## src/rtl/reg_bus_sequencer_pkg.sv

```systemverilog
// Shared types for the register-transfer sequencer: command opcodes, FSM state codes, index range helper.
// State codes are plain constants so legacy decode logic can compare against them directly.
package reg_seq_pkg;

    localparam int OP_W = 2;

    typedef enum logic [OP_W-1:0] {
        OP_MOVE   = 2'b00,
        OP_SWAP   = 2'b01,
        OP_READ_A = 2'b10,
        OP_LOAD   = 2'b11
    } op_t;

    typedef logic [2:0] state_t;

    localparam state_t ST_IDLE = 3'd0;
    localparam state_t ST_RD0  = 3'd1;
    localparam state_t ST_RD1  = 3'd2;
    localparam state_t ST_WR0  = 3'd3;
    localparam state_t ST_WR1  = 3'd4;
    localparam state_t ST_RA   = 3'd5;

    function automatic logic sel_valid(input int unsigned idx, input int unsigned nregs);
        return idx < nregs;
    endfunction

endpackage

```

## src/rtl/reg_bus_sequencer_if.sv

```systemverilog
// Command handshake plus register-bank control/data bundle between decode, sequencer and register file.
// master = sequencer side; slave = decode stage and register bank side.
interface reg_bus_sequencer_if #(
    parameter int NREGS = 8,
    parameter int WIDTH = 32,
    parameter int SEL_W = 3
) ();
    import reg_seq_pkg::*;

    logic             req_valid;
    logic             req_ready;
    op_t              req_op;
    logic [SEL_W-1:0] req_src;
    logic [SEL_W-1:0] req_dst;
    logic [WIDTH-1:0] req_imm;
    logic [NREGS-1:0] en_a;
    logic [NREGS-1:0] en_b;
    logic [NREGS-1:0] s;
    logic [WIDTH-1:0] wr_data;
    logic [WIDTH-1:0] bus_b;
    logic             done;
    logic             err;

    modport master (
        input  req_valid, req_op, req_src, req_dst, req_imm, bus_b,
        output req_ready, en_a, en_b, s, wr_data, done, err
    );

    modport slave (
        output req_valid, req_op, req_src, req_dst, req_imm, bus_b,
        input  req_ready, en_a, en_b, s, wr_data, done, err
    );

endinterface

```

## src/rtl/reg_bus_sequencer_decoder.sv

```systemverilog
// Purpose: index + enable -> one-hot register select; all-zero when the index is outside the bank.
// Latency: combinational.
// Backpressure: none.
module reg_select_decoder #(
    parameter int NREGS = 8,
    parameter int SEL_W = 3
) (
    input  logic [SEL_W-1:0] idx,
    input  logic             en,
    output logic [NREGS-1:0] onehot
);

    always_comb begin
        onehot = '0;
        for (int i = 0; i < NREGS; i++) begin
            if (en && (idx == SEL_W'(i))) begin
                onehot[i] = 1'b1;
            end
        end
    end

endmodule

```

## src/rtl/reg_bus_sequencer.sv

```systemverilog
// Purpose: sequences MOVE/SWAP/LOAD/READ_A over a tristate register bank via one-hot enables and store strobes.
// Latency: done in cycle 1 (LOAD, READ_A), 2 (MOVE) or 4 (SWAP) after accept; one IDLE cycle between commands.
// Backpressure: req_ready high only in IDLE; no queuing, one command in flight.
module reg_bus_sequencer
    import reg_seq_pkg::*;
#(
    parameter int NREGS = 8,
    parameter int WIDTH = 32,
    parameter int SEL_W = 3
) (
    input  logic                clk,
    input  logic                reset,
    reg_bus_sequencer_if.master bus
);

    state_t           state, state_n;
    op_t              op_q;
    logic [SEL_W-1:0] src_q, dst_q;
    logic [WIDTH-1:0] imm_q;
    logic [WIDTH-1:0] tmp0, tmp1, tmp0_n;

    logic             accept;
    op_t              cur_op;
    logic [SEL_W-1:0] cur_src, cur_dst, b_idx;
    logic [WIDTH-1:0] cur_imm;

    logic             a_go, b_go, s_go;
    logic [NREGS-1:0] en_a_n, en_b_n, s_n;
    logic [WIDTH-1:0] wr_data_n;
    logic             done_n, err_n, src_bad, dst_bad;

    logic [NREGS-1:0] en_a_q, en_b_q, s_q;
    logic [WIDTH-1:0] wr_data_q;
    logic             done_q, err_q;

    assign accept = (state == ST_IDLE) && bus.req_valid;

    // On the accept edge the command fields are used straight from the request so the first step needs no bubble.
    always_comb begin
        cur_op  = accept ? bus.req_op  : op_q;
        cur_src = accept ? bus.req_src : src_q;
        cur_dst = accept ? bus.req_dst : dst_q;
        cur_imm = accept ? bus.req_imm : imm_q;
    end

    always_comb begin
        state_n = state;
        case (state)
            ST_IDLE: begin
                if (accept) begin
                    case (cur_op)
                        OP_MOVE:   state_n = ST_RD0;
                        OP_SWAP:   state_n = ST_RD0;
                        OP_LOAD:   state_n = ST_WR0;
                        OP_READ_A: state_n = ST_RA;
                        default:   state_n = ST_IDLE;
                    endcase
                end
            end
            ST_RD0:  state_n = (cur_op == OP_SWAP) ? ST_RD1 : ST_WR0;
            ST_RD1:  state_n = ST_WR0;
            ST_WR0:  state_n = (cur_op == OP_SWAP) ? ST_WR1 : ST_IDLE;
            ST_WR1:  state_n = ST_IDLE;
            ST_RA:   state_n = ST_IDLE;
            default: state_n = ST_IDLE;
        endcase
    end

    assign a_go  = (state_n == ST_RA);
    assign b_go  = (state_n == ST_RD0) || (state_n == ST_RD1) ||
                   (state_n == ST_WR0) || (state_n == ST_WR1);
    assign s_go  = (state_n == ST_WR0) || (state_n == ST_WR1);
    assign b_idx = ((state_n == ST_RD0) || (state_n == ST_WR1)) ? cur_src : cur_dst;

    reg_select_decoder #(.NREGS(NREGS), .SEL_W(SEL_W)) u_dec_a (
        .idx    (cur_src),
        .en     (a_go),
        .onehot (en_a_n)
    );

    reg_select_decoder #(.NREGS(NREGS), .SEL_W(SEL_W)) u_dec_b (
        .idx    (b_idx),
        .en     (b_go),
        .onehot (en_b_n)
    );

    reg_select_decoder #(.NREGS(NREGS), .SEL_W(SEL_W)) u_dec_s (
        .idx    (b_idx),
        .en     (s_go),
        .onehot (s_n)
    );

    // MOVE goes RD0 -> WR0 directly, so its write data is the value being captured on this very edge.
    assign tmp0_n = (state == ST_RD0) ? bus.bus_b : tmp0;

    always_comb begin
        wr_data_n = '0;
        if (state_n == ST_WR0) begin
            wr_data_n = (cur_op == OP_LOAD) ? cur_imm : tmp0_n;
        end else if (state_n == ST_WR1) begin
            wr_data_n = tmp1;
        end
    end

    assign src_bad = !sel_valid(32'(cur_src), NREGS);
    assign dst_bad = !sel_valid(32'(cur_dst), NREGS);
    assign done_n  = (state_n == ST_RA) || (state_n == ST_WR1) ||
                     ((state_n == ST_WR0) && (cur_op != OP_SWAP));

    always_comb begin
        err_n = 1'b0;
        if (done_n) begin
            case (cur_op)
                OP_MOVE:   err_n = src_bad || dst_bad;
                OP_SWAP:   err_n = src_bad || dst_bad;
                OP_LOAD:   err_n = dst_bad;
                OP_READ_A: err_n = src_bad;
                default:   err_n = 1'b0;
            endcase
        end
    end

    always_ff @(posedge clk) begin
        if (reset) begin
            state     <= ST_IDLE;
            op_q      <= OP_MOVE;
            src_q     <= '0;
            dst_q     <= '0;
            imm_q     <= '0;
            tmp0      <= '0;
            tmp1      <= '0;
            en_a_q    <= '0;
            en_b_q    <= '0;
            s_q       <= '0;
            wr_data_q <= '0;
            done_q    <= 1'b0;
            err_q     <= 1'b0;
        end else begin
            state <= state_n;
            if (accept) begin
                op_q  <= bus.req_op;
                src_q <= bus.req_src;
                dst_q <= bus.req_dst;
                imm_q <= bus.req_imm;
            end
            tmp0 <= tmp0_n;
            if (state == ST_RD1) begin
                tmp1 <= bus.bus_b;
            end
            en_a_q    <= en_a_n;
            en_b_q    <= en_b_n;
            s_q       <= s_n;
            wr_data_q <= wr_data_n;
            done_q    <= done_n;
            err_q     <= err_n;
        end
    end

    assign bus.req_ready = (state == ST_IDLE);
    assign bus.en_a      = en_a_q;
    assign bus.en_b      = en_b_q;
    assign bus.s         = s_q;
    assign bus.wr_data   = wr_data_q;
    assign bus.done      = done_q;
    assign bus.err       = err_q;

endmodule
```

## src/flat_wrapper.sv

```systemverilog
// flat-port wrapper written by rule: the top's interface ports become plain ports
module reg_bus_sequencer_flat import reg_seq_pkg::*;
#(
    parameter int NREGS = 8,
    parameter int WIDTH = 32,
    parameter int SEL_W = 3
)
  (clk, reset, bus_req_valid, bus_req_op, bus_req_src, bus_req_dst, bus_req_imm, bus_bus_b, bus_req_ready, bus_en_a, bus_en_b, bus_s, bus_wr_data, bus_done, bus_err);
  reg_bus_sequencer_if #(.NREGS(NREGS), .WIDTH(WIDTH), .SEL_W(SEL_W)) bus_i ();
  input  logic clk;
  input  logic reset;
  input wire logic [$bits(bus_i.req_valid)-1:0] bus_req_valid;
  input wire logic [$bits(bus_i.req_op)-1:0] bus_req_op;
  input wire logic [$bits(bus_i.req_src)-1:0] bus_req_src;
  input wire logic [$bits(bus_i.req_dst)-1:0] bus_req_dst;
  input wire logic [$bits(bus_i.req_imm)-1:0] bus_req_imm;
  input wire logic [$bits(bus_i.bus_b)-1:0] bus_bus_b;
  output wire logic [$bits(bus_i.req_ready)-1:0] bus_req_ready;
  output wire logic [$bits(bus_i.en_a)-1:0] bus_en_a;
  output wire logic [$bits(bus_i.en_b)-1:0] bus_en_b;
  output wire logic [$bits(bus_i.s)-1:0] bus_s;
  output wire logic [$bits(bus_i.wr_data)-1:0] bus_wr_data;
  output wire logic [$bits(bus_i.done)-1:0] bus_done;
  output wire logic [$bits(bus_i.err)-1:0] bus_err;
  assign bus_i.req_valid = bus_req_valid;
  assign bus_i.req_op = bus_req_op;
  assign bus_i.req_src = bus_req_src;
  assign bus_i.req_dst = bus_req_dst;
  assign bus_i.req_imm = bus_req_imm;
  assign bus_i.bus_b = bus_bus_b;
  assign bus_req_ready = bus_i.req_ready;
  assign bus_en_a = bus_i.en_a;
  assign bus_en_b = bus_i.en_b;
  assign bus_s = bus_i.s;
  assign bus_wr_data = bus_i.wr_data;
  assign bus_done = bus_i.done;
  assign bus_err = bus_i.err;
  reg_bus_sequencer #(.NREGS(NREGS), .WIDTH(WIDTH), .SEL_W(SEL_W)) u_core (.clk(clk), .reset(reset), .bus(bus_i));
endmodule
```

## config.mk

```make
export PLATFORM = sky130hd
export DESIGN_NAME = reg_bus_sequencer_flat
export DESIGN_NICKNAME = d
export VERILOG_FILES = /design/src/rtl/reg_bus_sequencer_pkg.sv /design/src/rtl/reg_bus_sequencer_if.sv /design/src/rtl/reg_bus_sequencer_decoder.sv /design/src/rtl/reg_bus_sequencer.sv /design/src/flat_wrapper.sv
export SDC_FILE = /design/constraint.sdc
export NUM_CORES = 1
export LEC_CHECK = 0
export ABC_AREA = 1
export CAP_MARGIN = 40
export CELL_PAD_IN_SITES_DETAIL_PLACEMENT = 1
export CELL_PAD_IN_SITES_GLOBAL_PLACEMENT = 1
export CORE_MARGIN = 5
export CORE_UTILIZATION = 33
export DETAILED_ROUTE_END_ITERATION = 16
export PLACE_DENSITY = 0.83
export SLEW_MARGIN = 20
export SYNTH_ARGS = -nofsm -noshare
export SYNTH_HDL_FRONTEND = slang
export SYNTH_SLANG_ARGS = --single-unit
```

## constraint.sdc

```tcl
create_clock -name clk -period 1.6 [get_ports clk]
set_clock_uncertainty 0.1 [all_clocks]
set_input_delay 0.32 -clock clk [delete_from_list [all_inputs] [get_ports clk]]
set_output_delay 0.32 -clock clk [all_outputs]
set_load 0.01 [all_outputs]
```

==> metrics.md, run 1 <==
| Metric | Value |
|---|---|
| Status | complete, but fails checks |
| Failing checks | setup timing |
| Floorplan row count | 51 |
| FF-to-FF setup slack | -0.38 ns |
| Crit path max fanout | 10 |
| Final Hold Fails | 0 |
| WP data arrival | 2.20 ns |
| Reg2reg start | u_core.state[2] |
| Max-Cap Viols | 0 |
| Crit. End Element | register |
| Initial antenna violation count | 0 |
| Total power | 14.1 mW |
| Layout Utilization | around half |
| Syn Area/Cell | 7.23 um^2 |
| Slowest CP cell | dfxtp_2 |
| Syn Std Cell Area | 0.00650 mm^2 |
| Drt wl/cell | 20.5 um |
| Hold Crit Class | in -> reg |
| Min-delay src | reset |
| # fillers | 2356 |
| Count of input and output buffers | around 130 |
| Synth cell types | 24 |
| All-Layer GR Usage | a little over a fifth |
| Tcrit/Tclk final | 123% |
| Placed insts | about 1300 |
| CTS buffer count | 17 |
| Vias in the first global route | 7078 |
| Gr ovfl total | 0 |
| Full die area | 0.0226 mm^2 |
| CP delay by family, top | simple AND/OR/NAND/NOR gates |
| Largest area contributor in the netlist | dfxtp_1 |
| Die Wd | ~150 um |
| Pwr Density | between 1000 and 1500 mW/mm^2 |
| Layout area overhead | 54.8% |
| Critical Path Start | u_core.state[2] |
| Pin count of the biggest net entering global routing | 71 |
| Crit path largest cell delay | 0.33 ns |
| Layout Cells excl Fill | approximately 1400 |
| Max Clk Rate | 506 MHz |
| Setup TNS | -17.99 ns |
| Vias | 7222 |
| Number of DRC markers in iteration 0 | 516 |
| RSZ-0062 raised after global routing | true |
| Routed Wire Length | approximately 28 mm |
| Antenna-violating nets left | 0 |
| Most used cell, CP | nand2_1 |
| Post-place setup slack | -0.716 ns |
| Peak VDD IR | 0.877 mV |
| CTS H-tree lvls | 4 |
| Clock share of power | 31.9% |
| Cells after synthesis | 899 |
| Critical Path, Cell by Cell | nor2_4 > buf_6 > nand3_4 > buf_4 > buf_4 > clkbuf_16 > nand2_1 > nand2_1 > nand3_1 > nand2_1 > nand3_1 > a21oi_1 |
| Layout cells sized above 1 | 22.5% |
| Crit path time final | 1.98 ns |
| Initial core utilization | 33.5% |
| Area of the multi-input gates | 0.00327 mm^2 |
| Largest cells by area after synthesis | dfxtp_1 (51%), nand2_1 (22%), a21oi_1 (10%) |
| Antenna diodes | 0 |
| Clk slew on worst S/H paths | roughly 0.070 ns |
| Sequential share of power | between 30% and 40% |
| I/O pins | 134 |
| Seq/Total Area, Yosys | 50.5% |
| Setup WS post-layout | -0.375 ns |
| Root Driver | clkbuf_16 |
| Seq. cell area | 0.00329 mm^2 |
| Worst EP required | 1.83 ns |
| GPL Wtd Cong | roughly 0.83 |
| # DRC | 0 |
| Static Leak | 4.49 nW |
| Crit Path Category | reg -> reg |
| Vias/cell | 5.20 |
| CORE AREA | 0.0194 mm^2 |
| CP bufs+invs | 4 |
| Sw frac | between 30% and 40% |
| DR pass1 iterations | 5 |
| Internal Power | 9.15 mW |
| # hold bufs at CTS | 0 |
| Sw power | 4.99 mW |
| Clk_lat worst skew | around 0.45 ns |
| CTS Sinks | 164 |
| Post-synth top area share | between 50% and 60% |
| Die Span Y | 150 um |
| Global-route wire length before repair | 37.6 mm |
| CP Launch Type | register |
| DP HPWL | 15.9 mm |
| FF+latch count, synth | 164 |
| Slew Viols, Final | 0 |
| Final nets | 1185 |
| Comb pwr share | a little over a third |
| Final setup vio count | 77 |
| Yosys warns | 0 |
| TritonCTS clock tree | yes |
| Clock Path Buffers | 2 |
| Mapped Nets | 974 |
-- layout make-up --
| class | instances | share of cell area, % |
|---|---|---|
| clock buffer | 18 | 4.37 |
| clock inverter | 14 | 1.99 |
| inverter | 21 | 1.03 |
| multi-input combinational | 660 | 32.5 |
| sequential | 164 | 32.7 |
| tap | 265 | 3.30 |
| timing repair buffer | 246 | 24.1 |
-- power by group through the flow --
| stage | Sequential, mW | Clock, mW | Combinational [mW] |
|---|---|---|---|
| after global routing | 4.69 | 4.74 | 5.25 |
| after global placement | 4.71 | 0 | 3.57 |
| after CTS | 4.64 | 4.49 | 4.02 |
| after floorplan | 4.73 | 0 | 1.99 |
| final | 4.66 | 4.51 | 4.97 |
| after detailed placement | 4.73 | 0 | 3.68 |
-- cell usage in the layout, fill, tap and decap left out, types with 15 or more instances in the layout --
cell,instances
a21oi_1,119
buf_4,80
buf_6,15
clkbuf_16,21
clkdlybuf4s50_1,73
dfxtp_1,161
dlygate4sd2_1,57
nand2_1,364
nand2_2,21
nand3_1,51
nand3_2,25
nor2_1,28
-- flip-flops by register name, indices dropped and copies added, names as in the netlist, 2 cells and up --
name and count:
u_core.imm_q 32, u_core.tmp1 32, u_core.bus.en_b 8, u_core.src_q 3, u_core.tmp0 32, u_core.bus.en_a 8
u_core.op_q 2, u_core.bus.s 8, u_core.bus.wr_data 32, u_core.dst_q 3, u_core.state 3
-- cell usage after synthesis, drive strengths merged --
master / count
a21oi: 130
a31oi: 1
buf: 30
clkbuf: 24
conb: 1
dfxtp: 164
inv: 21
nand2: 398
nand3: 84
nand3b: 1
nand4: 3
nor2: 37
o21ai: 5
-- per-stage QoR --
stage | hold slack, ns | cell area, um^2
2_1_floorplan | 0.344 | 6500
4_1_cts | 0.0572 | 9500
5_1_grt | 0.0752 | 10100
3_3_place_gp | 0.349 | 8610
3_5_place_dp | 0.358 | 8610
6_report | 0.0955 | 10100
-- per-layer routing --
layer	routed length, um	part of all wire (%)	global-route usage, %	up-vias
li1	-	-	-	3321
met1	11300	40	26.1	3495
met2	14300	50	37.0	318
met3	1750	6.1	4.12	88
met4	1140	4.0	8.55	0
met5	0	0	0	-
-- path summary, 6_finish.rpt --
path / endpoint / depth (start not counted)
setup / recovery: u_core.bus.wr_data[13] / 12
hold / removal: u_core.src_q[0] / 2
setup reg to reg: u_core.bus.wr_data[13] / 12
hold reg to reg: u_core.tmp1[2] / 2
-- kinds of logic (layout without fill, tap and decap cells) --
| logic type | after synthesis | in the layout | synth area share, % |
|---|---|---|---|
| compound gates | 136 | 136 | 10.6 |
| simple gates | 523 | 523 | 33.5 |
| buf+inv | 75 | 299 | 5.33 |
| other cells | 1 | 1 | 0.0577 |
| flops | 164 | 164 | 50.5 |
-- worst reg2reg max path: stages, from the launching register on --
cell	delay, ns
dfxtp_2	0.33
nor2_4	0.12
buf_6	0.13
nand3_4	0.09
buf_4	0.19
buf_4	0.16
clkbuf_16	0.17
nand2_1	0.12
nand2_1	0.08
nand3_1	0.12
nand2_1	0.09
nand3_1	0.10
a21oi_1	0.07
-- timing repair --
| item | CTS | global route |
|---|---|---|
| gates cloned | 1 | 4 |
| setup endpoints to repair | 123 | 118 |
| setup buffers | 10 | 17 |
| pin swaps | 13 | 37 |
| gates resized for setup | 124 | 89 |
(Power assumes the default switching activity.)
==> run 2: changes to the inputs <==
--- a/config.mk
+++ b/config.mk
@@ -11,6 +11,7 @@
 export CELL_PAD_IN_SITES_GLOBAL_PLACEMENT = 1
 export CORE_MARGIN = 5
 export CORE_UTILIZATION = 33
+export CTS_CLUSTER_DIAMETER = 50
 export DETAILED_ROUTE_END_ITERATION = 16
 export PLACE_DENSITY = 0.83
 export SLEW_MARGIN = 20
==> results of run 2 <==
No change in the layout: final DEF, timing and power equal those of run 1.
==> edit 1: new RTL, config.mk and constraints of run 2 <==
`WIDTH` is set to 32 in 3 places; all go to 24.
--- a/src/rtl/reg_bus_sequencer_if.sv
+++ b/src/rtl/reg_bus_sequencer_if.sv
@@ -4,3 +4,3 @@
     parameter int NREGS = 8,
-    parameter int WIDTH = 32,
+    parameter int WIDTH = 24,
     parameter int SEL_W = 3
--- a/src/rtl/reg_bus_sequencer.sv
+++ b/src/rtl/reg_bus_sequencer.sv
@@ -7,3 +7,3 @@
     parameter int NREGS = 8,
-    parameter int WIDTH = 32,
+    parameter int WIDTH = 24,
     parameter int SEL_W = 3
--- a/src/flat_wrapper.sv
+++ b/src/flat_wrapper.sv
@@ -4,3 +4,3 @@
     parameter int NREGS = 8,
-    parameter int WIDTH = 32,
+    parameter int WIDTH = 24,
     parameter int SEL_W = 3
Interface: changed (resized bus_bus_b, bus_req_imm and bus_wr_data); port bits go from 134 to 110. The function was not compared with the original's and may differ.
==> edit 1 against run 2 <==
The run still ends with setup timing left. Sequential cell count down 32. Sequential share of layout area down 1.1 points. Global-route usage up 0.63 points. Cell area down 17%. Synthesized area down 19%. Total power down 17%. Setup slack worse by 23 ps. Die area down 18%. Wire length down 23%. Worst hold slack better by 47 ps. Largest cell class is now multi-input combinational cells. Highest routed layer unchanged.
==> edit 1: results <==
export IMPL_outcome="complete, but fails checks"
export IMPL_violations="setup timing"
export IMPL_cts_buffers=17
export IMPL_vias=5743
export IMPL_io_buffers=108
export IMPL_grt_pass1_wl_um=31580
export IMPL_ys_warn_count=0
export IMPL_wl_per_cell_um=19.62
export IMPL_hold_path_class="in2reg"
export IMPL_p_leak_nw=3.703
export IMPL_cpPeakStageDelay_ps=330
export IMPL_final_setup_tns_ps=-14150
export IMPL_syn_inst=716
export IMPL_grt_max_degree=56
export IMPL_cts_resized=125
export IMPL_path_class="reg2reg"
export IMPL_clkSlewWorstSetupHoldPaths_ps=60
export IMPL_clock_latency_ps=430
export IMPL_place_area_um2=7088
export IMPL_dp_hpwl_um=12330
export IMPL_syn_to_final_growth_pct=58.64
export IMPL_cts_htree_levels=4
export IMPL_n_fill_cell=1888
export IMPL_yosys_top_cells_area="dfxtp_1 (50%), nand2_1 (21%), a21oi_1 (9.4%)"
export IMPL_synthAdderAreaFrac=0
export IMPL_synth_nets=775
export IMPL_cp_slowest_cell="dfxtp_2"
export IMPL_dr_pass1_iters=5
export IMPL_ff2ff_path_depth=11
export IMPL_clock_path_buffers=2
export IMPL_fin_hold_ws_ps=142.4
export IMPL_synth_seq_area_share=0.5004
export IMPL_setup_slack_ps=-398.0
export IMPL_drive_above_1_share=0.2563
export IMPL_place_congestion=0.7998
export IMPL_synth_common_cells="nand2_1 (294), dfxtp_1 (132), a21oi_1 (99)"
export IMPL_final_cell_count_no_fill=1125
export IMPL_post_place_ws_ps=-587.1
export IMPL_cp_top_family="simple AND/OR/NAND/NOR gates"
export IMPL_antenna_found_initial=0
export IMPL_min_path_cells=2
export IMPL_cts_setup_buffers=11
export IMPL_hp_start="reset"
export IMPL_grt_pass1_vias=6007
export IMPL_synth_cell_type_count=26
export IMPL_crit_start="u_core.state[2]"
export IMPL_reg2reg_to="u_core.bus.done"
export IMPL_finalNetCount=958
export IMPL_ir_drop_v=0.0008841
export IMPL_holdPathEnd="u_core.state[0]"
export IMPL_crit_arrival_ps=2240
export IMPL_crit_fanout=8
export IMPL_synth_compound_area_share=0.09950
export IMPL_finalSetupViolations=58
export IMPL_drt_iter0_drc=367
export IMPL_grtUsageTotal=0.2203
export IMPL_synthMuxAreaShare=0
export IMPL_root_buffer="clkbuf_16"
[edit 1: layout make-up]
class	count	area share
Tap cell	216	0.03226
Multi-Input combinational cell	527	0.3415
Sequential cell	132	0.3162
Clock buffer	23	0.05585
Timing Repair Buffer	200	0.2325
Inverter	21	0.01210
Clock inverter	6	0.009558
[edit 1: cells by family (layout without fill, tap and decap cells)]
logic type             Yosys count  count (layout)
other                            1               1
AND/OR/NAND/NOR                419             422
buffers and inverters           60             250
AO/OA/AOI/OAI                  104             104
flip-flops                     132             132
[edit 1: report_power, final]
group / leakage [nW] / internal, mW / switching (mW) / total [mW]
Sequential: 1.07 / 3.62 / 0.131 / 3.75
Clock: 0.273 / 2.33 / 1.41 / 3.74
Combinational: 2.36 / 1.67 / 2.55 / 4.22
[edit 1: routing by layer]
layer / routed length, um / up-vias / track usage
li1: - / 2676 / -
met1: 8527 / 2798 / 0.2464
met2: 11510 / 208 / 0.4003
met3: 1212 / 61 / 0.04301
met4: 825 / 0 / 0.1030
met5: 0 / - / 0
==> edit 2: new RTL, flow settings as in run 2 <==
Without the edit above. Reset style: asynchronous (`reset`), changed in one clocked block.
--- a/src/rtl/reg_bus_sequencer.sv
+++ b/src/rtl/reg_bus_sequencer.sv
@@ -122,3 +122,3 @@
 
-    always_ff @(posedge clk) begin
+    always_ff @(posedge clk or posedge reset) begin
         if (reset) begin
Behaviour: differs if reset is asserted again (counterexample within 4 cycles, from zero or initial values and one cycle with reset high); with reset held inactive, the same outputs for 10 cycles.
==> edit 2 against run 2 <==
The flow still finishes with violations (setup timing). Fmax down 3.8%. Critical path depth shrank 1. Sequential cell count stayed put. Cell area up 3.6%. Wire length down 18%. Synthesized area grew 3.9%. Count of clock-buffer cells in the layout grew 5. Setup slack worse by 78 ps. Highest routed layer unchanged.
Power is not compared: it rests on default switching activity, and its combinational part moved more than twofold at a synthesized area within 25%.
==> edit 2: results <==
export IMPL_final_setup_tns_ps=-26140
export IMPL_root_buffer="clkbuf_16"
export IMPL_crit_arrival_ps=2290
export IMPL_place_congestion=0.7622
export IMPL_clock_latency_ps=420
export IMPL_place_area_um2=9014
export IMPL_via_per_inst=4.652
export IMPL_routed_wl_um=23350
export IMPL_syn_avg_cell_area_um2=8.776
export IMPL_dr_pass1_iters=4
export IMPL_clkSlewWorstSetupHoldPaths_ps=60
export IMPL_cts_buffers=17
export IMPL_outcome="complete, but fails checks"
export IMPL_finalSetupViolations=124
export IMPL_crit_fanout=6
export IMPL_clock_path_buffers=2
export IMPL_synth_nets=844
export IMPL_synth_common_cells="nand2_1 (297), dfrtp_1 (164), inv_1 (78)"
export IMPL_yosys_top_cells_area="dfrtp_1 (61%), nand2_1 (17%), o21ai_0 (4.7%)"
export IMPL_grt_pass1_vias=6468
export IMPL_n_antenna_cell=0
export IMPL_ys_warn_count=0
export IMPL_grt_pass1_wl_um=35080
export IMPL_finalNetCount=1049
export IMPL_vias=5843
export IMPL_synth_cell_type_count=25
export IMPL_p_leak_nw=5.422
export IMPL_synth_top_cell_area_share=0.6081
export IMPL_grtUsageTotal=0.1883
export IMPL_place_inst=1194
export IMPL_dp_hpwl_um=13970
export IMPL_drt_iter0_drc=239
export IMPL_grt_max_degree=35
export IMPL_cpPeakStageDelay_ps=410
export IMPL_n_fill_cell=2286
export IMPL_setup_slack_ps=-453.4
export IMPL_violations="setup timing"
export IMPL_hold_path_class="in2async"
export IMPL_ir_drop_v=0.001052
export IMPL_synth_seq_area_share=0.6081
export IMPL_cp_slowest_cell="dfrtp_1"
export IMPL_cts_htree_levels=4
export IMPL_io_buffers=132
export IMPL_ys_async_sr_fraction=1.000
export IMPL_drive_above_1_share=0.2475
[edit 2: cell count changes in the layout (fill, tap and decap cells not counted), sizes merged, moves of 3 or more]
| cell | run 2 | this run |
|---|---|---|
| o21ai | 5 | 98 |
| dfrtp | 0 | 164 |
| nand3 | 84 | 19 |
| nor3 | 0 | 3 |
| a21oi | 130 | 2 |
| nor2 | 37 | 28 |
| clkbuf | 22 | 26 |
| dfxtp | 164 | 0 |
| and2 | 0 | 32 |
| clkinv | 6 | 2 |
| inv | 22 | 83 |
| buf | 112 | 85 |
| nand2 | 398 | 302 |
[edit 2: worst paths after layout]
path | start | slack [ps] | cells past startpoint | to
worst max register to register | u_core.state[1] | -450 | 11 | u_core.bus.s[1]
worst min-delay path | reset | 250 | 3 | u_core.bus.s[3]
worst max-delay path | u_core.state[1] | -450 | 11 | u_core.bus.s[1]
min in group clk | u_core.tmp1[13] | 380 | 2 | u_core.bus.wr_data[13]
worst min register to register | u_core.tmp1[13] | 380 | 2 | u_core.bus.wr_data[13]
max in group asynchronous | reset | 740 | 4 | u_core.tmp1[14]
[edit 2: critical path: cells and delay by family, from the launching register on]
family / cells / cell delay, ps
and+or+nand+nor: 9 / 1180
DFF: 1 / 410
buffers and inverters: 2 / 290
[edit 2: power by group]
group | switching [mW] | internal (mW) | leakage (nW)
combinational | 6.37 | 4.72 | 3.06
clock | 1.64 | 2.33 | 0.259
sequential | 0.621 | 5.74 | 2.10
[edit 2: per-stage QoR]
stage,setup WS [ps],util
global placement,-539.9,0.4469
finish,-453.4,0.5166
CTS,-334.4,0.4915
floorplan,-904.8,-
global route,-537.9,0.5166
detailed placement,-628.9,0.4469
[edit 2: cells by family (layout without fill, tap and decap cells)]
group,count (synthesis),count (layout),synth area share
and+or+nand+nor,386,387,0.2418
buffers and inverters,118,334,0.07323
other,1,1,0.0005556
DFF,164,164,0.6081
AOI/OAI and AO/OA,100,100,0.07638
[edit 2: final cells by class]
class                   instances  area, um2  area share
flip-flops and latches        164       4104      0.3939
multi-input cells             488       2713      0.2603
repair buffers                219       2367      0.2272
clock buffers                  23      457.9     0.04395
well taps                     270      337.8     0.03242
inverters                      84      336.6     0.03230
clock inverters                 8      103.9    0.009966
[edit 2: routing by layer]
layer	GRT usage	wire length, um
met4	0.04625	362
met1	0.2393	10030
met5	0	0
met2	0.3313	12100
met3	0.03732	851
[edit 2: repair_timing]
item / in CTS / in global routing
cloned: 4 / 4
resized for setup: 121 / 138
setup buffers: 15 / 10
pin swaps: 22 / 17
hold buffers: 0 / 0
setup endpoints to repair: 172 / 155
